File: src/rtl/operand_pair_loader.sv
// Collects operand A then operand B from one narrow valid/ready bus and
// presents them as a registered pair with out_valid; counts delivered pairs.
module operand_pair_loader #(
  parameter int WIDTH = 8,
  parameter int CNT_W = 8
) (
  input  logic             clk,
  input  logic             rst,
  input  logic             flush,
  input  logic [WIDTH-1:0] in_data,
  input  logic             in_valid,
  output logic             in_ready,
  output logic [WIDTH-1:0] op_a,
  output logic [WIDTH-1:0] op_b,
  output logic             out_valid,
  input  logic             out_ready,
  output logic [CNT_W-1:0] pair_cnt,
  output logic             busy
);

  typedef enum logic [1:0] {
    EMPTY  = 2'd0,
    HAVE_A = 2'd1,
    FULL   = 2'd2
  } state_t;

  state_t             state_q, state_d;
  logic [WIDTH-1:0]   op_a_q, op_b_q;
  logic               out_valid_q, busy_q;
  logic [CNT_W-1:0]   pair_cnt_q;

  logic               accept;
  logic               deliver;
  logic               load_a;
  logic               load_b;
  logic               count_en;

  // State register
  always_ff @(posedge clk or posedge rst) begin
    if (rst) begin
      state_q <= EMPTY;
    end else begin
      state_q <= state_d;
    end
  end

  // Next-state logic; flush wins over every handshake
  always_comb begin
    state_d = state_q;
    if (flush) begin
      state_d = EMPTY;
    end else begin
      case (state_q)
        EMPTY:   if (accept) state_d = HAVE_A;
        HAVE_A:  if (accept) state_d = FULL;
        FULL: begin
          if (deliver && accept) state_d = HAVE_A;
          else if (deliver)      state_d = EMPTY;
        end
        default: state_d = EMPTY;
      endcase
    end
  end

  // Output / handshake decode
  always_comb begin
    in_ready = 1'b1;
    if (state_q == FULL) begin
      in_ready = out_ready;
    end
    accept   = in_valid & in_ready;
    deliver  = out_valid_q & out_ready;
    load_a   = 1'b0;
    load_b   = 1'b0;
    count_en = deliver & ~flush;
    if (!flush && accept) begin
      load_a = (state_q == EMPTY) || (state_q == FULL);
      load_b = (state_q == HAVE_A);
    end
  end

  // Operand registers keep stale contents across a flush
  always_ff @(posedge clk or posedge rst) begin
    if (rst) begin
      op_a_q <= '0;
      op_b_q <= '0;
    end else begin
      if (load_a) op_a_q <= in_data;
      if (load_b) op_b_q <= in_data;
    end
  end

  always_ff @(posedge clk or posedge rst) begin
    if (rst) begin
      out_valid_q <= 1'b0;
      busy_q      <= 1'b0;
    end else begin
      out_valid_q <= (state_d == FULL);
      busy_q      <= (state_d != EMPTY);
    end
  end

  always_ff @(posedge clk or posedge rst) begin
    if (rst) begin
      pair_cnt_q <= '0;
    end else if (count_en) begin
      pair_cnt_q <= pair_cnt_q + CNT_W'(1);
    end
  end

  assign op_a      = op_a_q;
  assign op_b      = op_b_q;
  assign out_valid = out_valid_q;
  assign busy      = busy_q;
  assign pair_cnt  = pair_cnt_q;

endmodule
File: config.mk
export PLATFORM = sky130hd
export DESIGN_NAME = operand_pair_loader
export DESIGN_NICKNAME = d
export VERILOG_FILES = /design/src/rtl/operand_pair_loader.sv
export SDC_FILE = /design/constraint.sdc
export NUM_CORES = 1
export LEC_CHECK = 0
export ABC_AREA = 1
export ABC_CLOCK_PERIOD_IN_PS = 1450
export CAP_MARGIN = 10
export CORE_MARGIN = 1.5
export CORE_UTILIZATION = 45
export CTS_CLUSTER_SIZE = 30
export DETAILED_ROUTE_END_ITERATION = 8
export PLACE_DENSITY = 0.73
export SLEW_MARGIN = 20
export SYNTH_ARGS = -nofsm -noshare
export SYNTH_HDL_FRONTEND = slang
export SYNTH_SLANG_ARGS = --single-unit
export TNS_END_PERCENT = 100
File: constraint.sdc
create_clock -name clk -period 1.45 [get_ports clk]
set_clock_uncertainty 0.1 [all_clocks]
set_input_delay 0.435 -clock clk [delete_from_list [all_inputs] [get_ports clk]]
set_output_delay 0.435 -clock clk [all_outputs]
set_load 0.1 [all_outputs]
---- Yosys cells after proc, flatten, opt, wreduce, memory -nomap -nowiden ----
Index checks and enable logic that the tools add are counted.
storage, ports and cells
  register bits after elaboration ......... 28
  latch bits .............................. 0
  memory bits (writable) .................. 0
  ROM bits ................................ 0
  input port bits ......................... 13
  output and inout bits ................... 27
  logic and storage cells ................. 29
  memories kept ........................... 0
operators by class
  $add $sub $neg .......................... 1
  multipliers ............................. 0
  divide/modulo/power cells ............... 0
  $lt $le $gt $ge ......................... 0
  eq/ne operators ......................... 3
  shift-type cells ........................ 0
  muxes and demuxes ....................... 9
  bitwise logic cells ..................... 4
  reductions and logical operators ........ 6
operator list
  kind                                                             number
  2-bit 2-to-1 mux                                                 5
  8-bit by 1-bit adder with 8-bit output, second input constant    1
  2-bit one-hot mux with 3 select lines                            1
  2-bit == test, second input constant                             2
  1-bit bitwise AND                                                3
  1-bit 2-to-1 mux                                                 3
  2-bit by 1-bit == test with 1-bit output, second input constant  1
  1-bit logical AND                                                2
  2-bit logical NOT                                                1
  2-bit nonzero test                                               1
  1-bit logical NOT                                                1
  1-bit logical OR                                                 1
  1-bit NOT                                                        1

---- Longest topological paths before layout ----
  word-level depth ........................ 8
  mapped depth ............................ 6
  depth with buffers taken out ............ 6

---- Worst setup path after synthesis ----
Ideal clock, no wire load.
  path kind ............................... register to register
  start point ............................. reg out_valid_q, in the netlist out_valid
  end point ............................... reg pair_cnt_q[4], in the netlist pair_cnt[4]
  setup time .............................. 0.159 ns
  data arrival time ....................... 1.555 ns
  data required time ...................... 1.191 ns
  path slack .............................. -0.364 ns
  cell stages (with the launch flop) ...... 5
  path buffers ............................ 0
  period minus slack after synthesis ...... 1.814 ns
  cells stage by stage .................... dfrtp_1 > nand2_1 > nor2_1 > nand3_1 > xnor2_1
on the way
  cells in the longest elaborated chain, start to end .. 2
RTL lines
  item                      RTL line  RTL
  start: declaration        29        logic out_valid_q, busy_q;
  start signal: assignment  98        out_valid_q <= (state_d == FULL);
  1-bit bitwise AND         72        deliver = out_valid_q & out_ready;
  1-bit bitwise AND         75        count_en = deliver & ~flush;
  end signal: assignment    107       pair_cnt_q <= pair_cnt_q + CNT_W'(1);
  end: declaration          30        logic [CNT_W-1:0] pair_cnt_q;
Every way passes these cells.
A chain may end at the register's enable or synchronous reset.

---- Worst setup path in the final report ----
  start point ............................. reg state_q[0]
  end point ............................... out in_ready
on the way
  cells in the longest elaborated chain, start to end .. 2
RTL lines
  item                      RTL line  RTL
  start: declaration        27        state_t state_q, state_d;
  start signal: assignment  43        state_q <= state_d;
  2-bit == test             68        if (state_q == FULL) begin
  1-bit 2-to-1 mux          68
  end: declaration          12        output logic in_ready,
Every way passes these cells.

==> metrics.cfg <==
[outcome]
status = finished, violations left
violations = negative setup slack

[power_and_ir_drop]
fin_total_pwr_mw = 3.685
power_density_mw_per_mm2 = 1606
p_sw_mw = 1.807
power_frac_comb_pct = 60.6
internal-power_mw = 1.878
ir_worst_vdd_v = 0.001564
leakage_nw = 1.178
swShare_pct = 49.04
p_clk_share_pct = 8.8
seqPwrFrac_pct = 30.5

[timing]
slew_violations = 0
holdWs_ns = 0.3169
fin_crit_ns = 1.608
fin_crit_sh_pct = 110.9
finalWorstSetupSlack_ns = -0.1584
setup_viol = 26
fmax_mhz = 621.7
finalHoldViolCount = 0
worst_pin_slew_ns = 0.2417
rsz0062_at_grt = true
maxSlewHeadroom_pct = 83.86

[global_route]
grt_antenna_before_repair = 0
grt_max_degree = 29
grt_first_pass_wirelength_microns = 5526
overflow = 0
track_usage_pct = 21.96
first_global_vias = 1224

[drt]
drt_iter0_markers = 28
wl_microns = 3214
viasPerCell = 4.835
vias = 1112
ant_nets = 0
drt_pre_antenna_iters = 4
wl_per_cell_microns = 13.97
drc = 0

[min_path]
hp-class = in2async

[logic_synthesis]
synth.mux.area_fraction_pct = 0
avgSynthCellArea_sq_um = 9.886
synthXorXnorAreaFrac_pct = 2.685
syn-cell-area_sq_mm = 0.001305
yosysSeqAreaShare_pct = 53.69
synthCells = 132
synth_top_family_by_area = simple AND/OR/NAND/NOR gates
yosys_register_bits = 28
yosysWarnings = 0
synth_cell_types = 23
synth-simple-area-share_pct = 21.96
syn_nets = 146
synth_compound_area_share_pct = 11.51
synthAdderAreaFrac_pct = 0.9588

[final_layout]
register_area_sq_um = 721.9
antenna_cells = 0
multi_input_area_sq_um = 524.3
drive_gt1_share_pct = 49.75
nets = 214
finalNonFillerCells = 230
area_delta_synth_final_pct = 75.84
nFillCells = 157

[worst_setup_path]
arrival_ns = 1.07
setup.worst_path.end_class = output pin
reg2reg_to = busy
r2r_cells = 6
crit_fanout = 2
cp.required_ns = 0.92
rr_startpoint = out_valid
rrSetupSlack_ns = 0.07
crit_type = reg2out
start_kind = flip-flop

[cts]
cts_tree = done
clk_latency_ns = 0.31
cts-root-buf = clkbuf_4
h-tree-depth = 1
cts_buffers = 3
clockBufferDepth = 2
clkSinkCount = 28
clk_pin_slew_worst_paths_ns = 0.15

[floorplanning]
start_util_pct = 47.32
core_sq_mm = 0.002758
num_rows = 19
die_h_microns = 56.85
ios = 40
dieArea_sq_mm = 0.003232
die_w_microns = 56.85

[placed_design]
port_buffers = 39
post-place-cells = 208
place_congestion = 0.8117
dp_hpwl_microns = 2209

[run]
maxCapViolCount = 0

==> how the worst max path moves through the flow <==
stage	startpoint	to
5_1_grt	state_q[0]	in_ready
6_report	state_q[0]	in_ready
4_1_cts	state_q[0]	in_ready
3_5_place_dp	flush	op_a[1]
3_3_place_gp	out_ready	in_ready
2_1_floorplan	state_q[0]	op_a[0]
==> layer usage <==
layer	up-vias	global-route usage, %	part of all wire (%)
met3	4	5.069	5.2
li1	548	-	-
met5	-	0	0
met2	31	39.20	53
met4	0	7.641	1.2
met1	529	25.67	40
==> timing repair <==
item                       CTS  global route
setup endpoints to repair   36            45
resized for setup            6             9
pin swaps                    2             4
setup buffers               17             2
hold buffers                 0             0
cloned                       1             0
==> worst max-delay path, stage by stage (launching register included) <==
cell	delay (ns)
dfrtp_1	0.41
inv_2	0.08
nand3b_4	0.09
buf_12	0.17
==> area by class of cell <==
| class | count | area share (%) |
|---|---|---|
| inverter | 25 | 4.089 |
| timing repair buffer | 64 | 38.77 |
| clock buffer | 4 | 1.145 |
| multi-input combinational | 78 | 22.85 |
| sequential | 28 | 31.46 |
| tap | 31 | 1.690 |
==> cells in the final DEF (no fill, tap or decap) <==
cell             netlist  layout
nand3b_4               1       1
nor2_1                 4       2
dfrtp_4                0       4
ha_1                   1       1
o21ai_0                2       1
xor2_1                 2       2
nand2_2                2       5
clkbuf_1               0       1
buf_12                 0      30
dlymetal6s2s_1         0       2
clkdlybuf4s50_1        0       9
nor3_2                 0       1
buf_4                  0      22
dlygate4sd2_1          0       1
nand3_1                4       4
dfrtp_1               28      19
o21ai_2               16      16
inv_2                  1       3
nand4_1                3       3
nand3b_1               1       1
nand3_2                1       1
nor2_4                 2       3
clkbuf_4               0       3
nand2_4                1       1
dfrtp_2                0       5
inv_1                 24      22
nand2_1               32      29
nor2_2                 1       2
xnor2_1                2       2
nand3_4                1       2
o21ai_1                0       1
==> power by group through the flow <==
stage / logic (mW) / registers [mW] / clock network, mW
after global placement: 2.06 / 1.16 / 0
after CTS: 2.23 / 1.12 / 0.339
after global routing: 2.31 / 1.15 / 0.372
after floorplan: 0.264 / 2.15 / 0
after detailed placement: 2.09 / 1.17 / 0
final: 2.23 / 1.13 / 0.325
==> flip-flops by register name (all words and copies together), names as in the netlist <==
register,count
out_valid,1
op_a,8
state_q,2
pair_cnt,8
op_b,8
busy,1
==> stage by stage <==
stage               utilization [%]  worst slack (ns)  setup TNS (ns)  cell area, sq um
finish                        83.21           -0.1584          -1.075              2295
global route                  83.21           -0.2162          -2.258              2295
CTS                           82.30           -0.1570          -1.386              2270
detailed placement            76.00           -0.4046          -9.137              2096
global placement              76.00           -0.3616          -7.816              2096
floorplan                         -          -0.02814        -0.06276              1325
==> Yosys cell counts <==
| cell | n | area [sq um] |
|---|---|---|
| nand3b_4 | 1 | 20.02 |
| inv_1 | 24 | 90.09 |
| nand3b_1 | 1 | 7.510 |
| buf_8 | 1 | 15.01 |
| nor3_1 | 1 | 5.000 |
| nand4_1 | 3 | 18.77 |
| nor2_2 | 1 | 6.260 |
| nor2_4 | 2 | 22.52 |
| nand2_1 | 32 | 120.1 |
| nand2_2 | 2 | 12.51 |
| xnor2_1 | 2 | 17.52 |
| nor2_1 | 4 | 15.01 |
| buf_6 | 1 | 11.26 |
| xor2_1 | 2 | 17.52 |
| o21ai_2 | 16 | 140.1 |
| dfrtp_1 | 28 | 700.7 |
| nand3_1 | 4 | 20.02 |
| o21ai_0 | 2 | 10.01 |
| nand2_4 | 1 | 11.26 |
| nand3_2 | 1 | 10.01 |
| ha_1 | 1 | 12.51 |
| inv_2 | 1 | 3.750 |
| nand3_4 | 1 | 17.52 |
==> cell families after synthesis <==
family,Yosys count
and+or+nand+nor,54
DFF,28
buffers and inverters,27
xor gates and xnor gates,4
AOI/OAI and AO/OA,18
adders and majority gates,1
Power figures use the tool's default switching activity.
